[src/rtl/fetch_pkg.sv]
// fetch_pkg: shared types and constants for the instruction fetch front end.
//   fetch_state_e : request FSM states (IDLE, REQ, FLUSH)
//   RVC_FULL_LEN  : low two bits that mark a full-length (32-bit) instruction
//   HW_SLOTS      : depth of the halfword realignment buffer
package fetch_pkg;

   typedef enum logic [1:0] {
      IDLE  = 2'd0,
      REQ   = 2'd1,
      FLUSH = 2'd2
   } fetch_state_e;

   localparam logic [1:0] RVC_FULL_LEN = 2'b11;
   localparam int unsigned HW_SLOTS    = 3;

endpackage

[src/rtl/halfword_buffer.sv]
// halfword_buffer: three-slot halfword queue used to realign fetched words
// into whole instructions. Each cycle the head is first shifted out by
// shift_amt halfwords, then up to two halfwords are appended behind the
// survivors. flush empties the queue and overrides shift/push.
//   clk, rst     : clock, synchronous active-high reset
//   flush        : empty the buffer
//   shift_amt    : halfwords consumed from the head (0/1/2)
//   push_amt     : halfwords appended (0/1/2); 1 appends push_data[31:16]
//   push_data    : fetched word; 2 appends [15:0] then [31:16]
//   slot0, slot1 : head halfword and the one behind it
//   count        : number of valid halfwords (0-3)
module halfword_buffer
   import fetch_pkg::*;
(
   input  logic        clk,
   input  logic        rst,
   input  logic        flush,
   input  logic [1:0]  shift_amt,
   input  logic [1:0]  push_amt,
   input  logic [31:0] push_data,
   output logic [15:0] slot0,
   output logic [15:0] slot1,
   output logic [1:0]  count
);

   logic [16*HW_SLOTS-1:0] buf_reg;
   logic [16*HW_SLOTS-1:0] buf_next;
   logic [1:0]             count_reg;
   logic [2:0]             count_next;
   logic [1:0]             kept;
   logic [15:0]            push_first;
   // Zero padding lets a slot read "two beyond the tail" without a range check.
   logic [16*HW_SLOTS+31:0] ext;

   assign kept       = count_reg - shift_amt;
   assign count_next = {1'b0, kept} + {1'b0, push_amt};
   assign push_first = (push_amt == 2'd1) ? push_data[31:16] : push_data[15:0];
   assign ext        = {32'h0, buf_reg};

   genvar gi;
   generate
      for (gi = 0; gi < HW_SLOTS; gi++) begin : gen_slot
         logic [2:0]  src;
         logic [15:0] slot_nxt;

         assign src = 3'(gi) + {1'b0, shift_amt};

         always_comb begin
            slot_nxt = ext[16*src +: 16];
            // Appended halfwords land right behind whatever survived the shift.
            if (push_amt != 2'd0 && 3'(gi) == {1'b0, kept})
               slot_nxt = push_first;
            if (push_amt == 2'd2 && 3'(gi) == {1'b0, kept} + 3'd1)
               slot_nxt = push_data[31:16];
         end

         assign buf_next[16*gi +: 16] = slot_nxt;
      end
   endgenerate

   always_ff @(posedge clk) begin
      if (rst || flush) begin
         buf_reg   <= '0;
         count_reg <= 2'd0;
      end else begin
         buf_reg   <= buf_next;
         count_reg <= count_next[1:0];
      end
   end

   assign slot0 = buf_reg[15:0];
   assign slot1 = buf_reg[31:16];
   assign count = count_reg;

endmodule

[src/rtl/fetch_aligner.sv]
// fetch_aligner: instruction fetch front end. Issues word-aligned reads to
// instruction memory and realigns the returned halfwords into whole RV32 /
// RVC instructions for decode. Compressed instructions are presented
// zero-extended in [31:16]. Redirects flush the buffer and restart fetch;
// a read already in flight is waited out in FLUSH and its data dropped.
//   clk, rst                 : clock, synchronous active-high reset
//   imem_req/addr            : memory read request, word address
//   imem_ack/rdata           : read completion and data
//   redirect/redirect_pc     : restart fetch at a new PC
//   instr_valid/ready/out/pc : instruction handshake toward decode
module fetch_aligner
   import fetch_pkg::*;
#(
   parameter int               XLEN     = 32,
   parameter logic [XLEN-1:0]  RESET_PC = '0
) (
   input  logic            clk,
   input  logic            rst,
   output logic            imem_req,
   output logic [XLEN-1:0] imem_addr,
   input  logic            imem_ack,
   input  logic [31:0]     imem_rdata,
   input  logic            redirect,
   input  logic [XLEN-1:0] redirect_pc,
   output logic            instr_valid,
   input  logic            instr_ready,
   output logic [31:0]     instr_out,
   output logic [XLEN-1:0] instr_pc
);

   fetch_state_e    state_reg, state_next;
   logic [XLEN-1:0] head_pc_reg;
   logic [XLEN-1:0] fetch_addr_reg;
   logic [XLEN-1:0] flush_addr_reg;
   logic            skip_low_reg;

   logic [15:0] slot0, slot1;
   logic [1:0]  count;
   logic        head_compressed;
   logic        consume;
   logic        ack_take;
   logic [1:0]  shift_amt;
   logic [1:0]  push_amt;
   logic [1:0]  count_kept;
   logic [2:0]  count_after;

   halfword_buffer u_buf (
      .clk       (clk),
      .rst       (rst),
      .flush     (redirect),
      .shift_amt (shift_amt),
      .push_amt  (push_amt),
      .push_data (imem_rdata),
      .slot0     (slot0),
      .slot1     (slot1),
      .count     (count)
   );

   // Output side depends on registered state only.
   assign head_compressed = (slot0[1:0] != RVC_FULL_LEN);
   assign instr_valid     = (count != 2'd0 && head_compressed) || (count >= 2'd2);
   assign instr_out       = head_compressed ? {16'h0, slot0} : {slot1, slot0};
   assign instr_pc        = head_pc_reg;

   assign consume   = instr_valid && instr_ready;
   assign shift_amt = consume ? (head_compressed ? 2'd1 : 2'd2) : 2'd0;
   // Data is accepted only for a live request; a redirect in the same cycle
   // makes it stale.
   assign ack_take  = imem_ack && (state_reg == REQ) && !redirect;
   assign push_amt  = ack_take ? (skip_low_reg ? 2'd1 : 2'd2) : 2'd0;

   assign count_kept  = count - shift_amt;
   assign count_after = {1'b0, count_kept} + {1'b0, push_amt};

   assign imem_req  = (state_reg != IDLE);
   // In FLUSH the stale address stays on the bus until its ack arrives.
   assign imem_addr = (state_reg == FLUSH) ? flush_addr_reg : fetch_addr_reg;

   always_comb begin
      state_next = state_reg;
      case (state_reg)
         IDLE: begin
            if (redirect || count_kept <= 2'd1)
               state_next = REQ;
         end
         REQ: begin
            if (redirect)
               state_next = imem_ack ? REQ : FLUSH;
            else if (imem_ack)
               state_next = (count_after <= 3'd1) ? REQ : IDLE;
         end
         FLUSH: begin
            if (imem_ack)
               state_next = REQ;
         end
         default: state_next = IDLE;
      endcase
   end

   always_ff @(posedge clk) begin
      if (rst) begin
         state_reg      <= IDLE;
         head_pc_reg    <= RESET_PC;
         fetch_addr_reg <= {RESET_PC[XLEN-1:2], 2'b00};
         flush_addr_reg <= {RESET_PC[XLEN-1:2], 2'b00};
         skip_low_reg   <= RESET_PC[1];
      end else begin
         state_reg <= state_next;
         if (redirect) begin
            head_pc_reg    <= {redirect_pc[XLEN-1:1], 1'b0};
            fetch_addr_reg <= {redirect_pc[XLEN-1:2], 2'b00};
            skip_low_reg   <= redirect_pc[1];
            // Remember the address of the read we are abandoning.
            if (state_reg == REQ && !imem_ack)
               flush_addr_reg <= fetch_addr_reg;
         end else begin
            if (consume)
               head_pc_reg <= head_pc_reg + (head_compressed ? XLEN'(2) : XLEN'(4));
            if (ack_take) begin
               fetch_addr_reg <= fetch_addr_reg + XLEN'(4);
               skip_low_reg   <= 1'b0;
            end
         end
      end
   end

endmodule

[config.mk]
export PLATFORM = sky130hd
export DESIGN_NAME = fetch_aligner
export DESIGN_NICKNAME = d
export VERILOG_FILES = /design/src/rtl/fetch_pkg.sv /design/src/rtl/halfword_buffer.sv /design/src/rtl/fetch_aligner.sv
export SDC_FILE = /design/constraint.sdc
export NUM_CORES = 1
export LEC_CHECK = 0
export BUFFER_PORTS_ARGS = -buffer_cell sky130_fd_sc_hd__buf_2
export CORE_MARGIN = 2
export CORE_UTILIZATION = 60
export DETAILED_ROUTE_END_ITERATION = 10
export PLACE_DENSITY = 0.83
export SLEW_MARGIN = 20
export SYNTH_ARGS = -nofsm -noshare
export SYNTH_HDL_FRONTEND = slang
export SYNTH_SLANG_ARGS = --single-unit
[constraint.sdc]
create_clock -name clk -period 5.54 [get_ports clk]
set_input_delay 1.108 -clock clk [delete_from_list [all_inputs] [get_ports clk]]
set_output_delay 1.108 -clock clk [all_outputs]
set_load 0.005 [all_outputs]
==> results by group <==
Timing
  – Worst Max-Slew Pin Slew: roughly 1.1 ns
  – Total negative setup slack: 0 ns
  – Fin Hold WS: 0.452 ns
  – Pins over their slew limit: 0
  – Final Hold Violating Endpoints: 0
  – Post-layout min period: 3.79 ns
  – Final setup fails: 0
  – RSZ-0062 raised after global routing: false
  – Crit share post-route: 68.4%
  – Worst rel slew slack: between 20% and 30%
  – Clock skew: 0.00614 ns
  – Achievable Freq: between 200 and 300 MHz

Layout
  – Filler instances: 1067
  – Area Overhead vs Synth: 16.5%
  – Nets: 1171
  – Fin cells: 1282
  – N_diodes: 0
  – Largest register FFs: 48
  – Layout cell share with drive strength beyond 1: between 20% and 30%
  – Reg area: 2880 sq um
  – Util after Layout: 71.5%
  – Area of the multi-input gates: 4700 sq um
  – Finished Cell Area: 9470 sq um

Synthesis
  – Top-area cell type share of the netlist area: 35.5%
  – Avg Cell Area, Syn: 8.30 sq um
  – Post-synth EDFFs: 0
  – Netlist cell types: 60
  – Async set or reset register ratio after synthesis: 0%
  – Synth Instances: 979
  – Synth warn: 0
  – Yosys reg bits: 144
  – Mapped Area: 8120 sq um
  – Dominant synthesized flop cell: dfxtp_1
  – Most frequent cells after synthesis: nand2_1 (156), dfxtp_1 (144), a21oi_1 (83)
  – Ranking of synthesized cells by area: dfxtp_1 (35%), nand2_1 (7.2%), mux2i_1 (5.7%)
  – Post-synth top area cell: dfxtp_1
  – Most numerous cell in the Yosys netlist: nand2_1
  – Register area share after synthesis: 35.5%

Detailed routing
  – WL per Instance: 17.8 um
  – Highest Signal Layer: met4
  – Metal-1 WL: approximately 9.9 mm
  – Met3 WL post-DR: 2.15 mm
  – Post-route DRC: 0
  – Via count: 7813
  – Drt first-iter violations: about 900
  – Vias/cell: about 6
  – DR pass1 iterations: 5
  – WL met2: 10.2 mm
  – Final WL: 22.8 mm
  – Antenna-violating nets left: 0

Setup path
  – Crit-path slowest cell: dfxtp_1
  – CP Capture Type: flip-flop
  – Crit path max fanout: 25
  – Data required time at the worst endpoint: 5.90 ns
  – Max incr delay on CP: between 0.8 and 0.9 ns
  – Cell Chain, Critical Path: and2_1 > inv_1 > and2_1 > ha_1 > inv_1 > ha_1 > fa_1 > o211ai_1 > o21ai_0 > a221o_1 > a21oi_1
  – Worst EP arrival: 4.15 ns
  – R2R cell count: 11
  – Worst setup SP type: flip-flop
  – Critical path class: reg2reg

Global route
  – Global-route wire length before repair: between 30 and 40 mm
  – Initial antenna violation count: 0
  – Residual overflow from global routing: 0
  – Largest net degree at the start of global routing: 73
  – GRT Overall Usage: 31.7%
  – Vias in the first global route: 7257

Placement
  – Placer congestion estimate: 0.901
  – Post-DP Area: 8880 sq um
  – Port Buffers: around 160
  – HPWL Detailed: 15.4 mm
  – DP Cell Count: 1251

Floorplanning
  – Core area: 13200 sq um
  – Die W: 120 um
  – I/O pin cnt: 167
  – Row cnt: 42
  – Full die area: 14500 sq um
  – Initial Util: between 60% and 70%
  – Die height: 120 um

CTS
  – Clock root buffer: clkbuf_16
  – Post-CTS setup buffers: 0
  – Hold Buf Count CTS: 0
  – Number of H-tree levels: 4
  – # clock sinks: 144
  – CTS tree: done
  – Num CTS Buffers: 17
  – Clock latency on the worst-skew pair: ~0.43 ns
  – Clock Tree Buf Depth: 2
  – Post-CTS Resized: 0
  – Clock-pin slew on the worst setup and hold paths: 0.06 ns

Run status
  – Outcome: complete, no violations

Power
  – PD cells: 270 nW/um^2
  – Leakage power: about 4.0 nW
  – Peak VDD IR: 0.245 mV

Hold path
  – Worst Hold Depth: 2
  – HP Class: reg2reg

Run
  – Max-Cap Viols: 0
-- metal layers --
metal,up-vias,GRT usage (%)
met2,392,49.2
met4,0,13.0
met3,47,6.89
met5,-,0
li1,3681,-
met1,3693,42.9
-- logic make-up (layout without fill, tap and decap cells) --
logic type	count (synthesis)	count (layout)	share of synthesized area, %
other cells	1	3	0.0462
xor+xnor	53	53	5.72
mux	79	79	10.2
simple gates	347	347	21.4
flops	144	144	35.5
fa+ha+maj	7	7	1.26
compound gates	229	229	19.1
buf+inv	119	244	6.75
-- critical path: cells and delay by family (launching register included) --
family | cells | cell delay, ns
buf+inv | 2 | 0.43
flops | 1 | 0.84
fa+ha+maj | 3 | 1.11
simple gates | 2 | 0.54
compound gates | 4 | 0.78
-- area by class of cell --
class                   instances  area share (%)
repair buffers                181            10.1
flip-flops and latches        144            30.5
well taps                     176            2.33
multi-input cells             718            49.7
clock buffers                  23            4.94
inverters                      33            1.31
clock inverters                 7            1.16
-- cells in the final DEF (no fill, tap or decap), types with 4 or more instances in the layout --
master / n
a211oi_1: 8
a21boi_0: 33
a21o_1: 18
a21oi_1: 83
a22o_1: 30
and2_1: 10
and3_1: 25
and4_1: 10
buf_2: 162
buf_4: 18
clkbuf_1: 4
clkbuf_16: 17
clkinv_2: 4
dfxtp_1: 144
ha_1: 5
inv_1: 32
mux2_2: 33
mux2i_1: 46
nand2_1: 156
nand2b_1: 21
nand3_1: 32
nand4_1: 16
nor2_1: 22
nor3_1: 22
nor4_1: 12
o211ai_1: 18
o21a_1: 5
o21ai_0: 4
o21bai_1: 5
o22ai_1: 7
xnor2_1: 41
xor2_1: 12
-- power by group --
part / switching (mW) / internal (mW)
clock: 0.429 / 0.723
combinational: 0.148 / 0.121
sequential: 0.0561 / 1.08
-- path summary, 6_finish.rpt --
check	startpoint	end	slack (ns)
min reg2reg	flush_addr_reg[21]	flush_addr_reg[21]	0.45
max reg2reg	u_buf.buf_reg[1]	state_reg[0]	1.75
max	u_buf.buf_reg[1]	state_reg[0]	1.75
min	flush_addr_reg[21]	flush_addr_reg[21]	0.45
-- per-stage QoR --
stage                     total power [mW]  worst slack, ns
after detailed placement              1.42             1.87
final                                 2.55             1.75
after global routing                  2.63             1.44
after global placement                1.41             1.93
after floorplan                       1.31             1.67
after CTS                             2.55             1.81
Note: power is estimated with default switching activity, not from simulation.
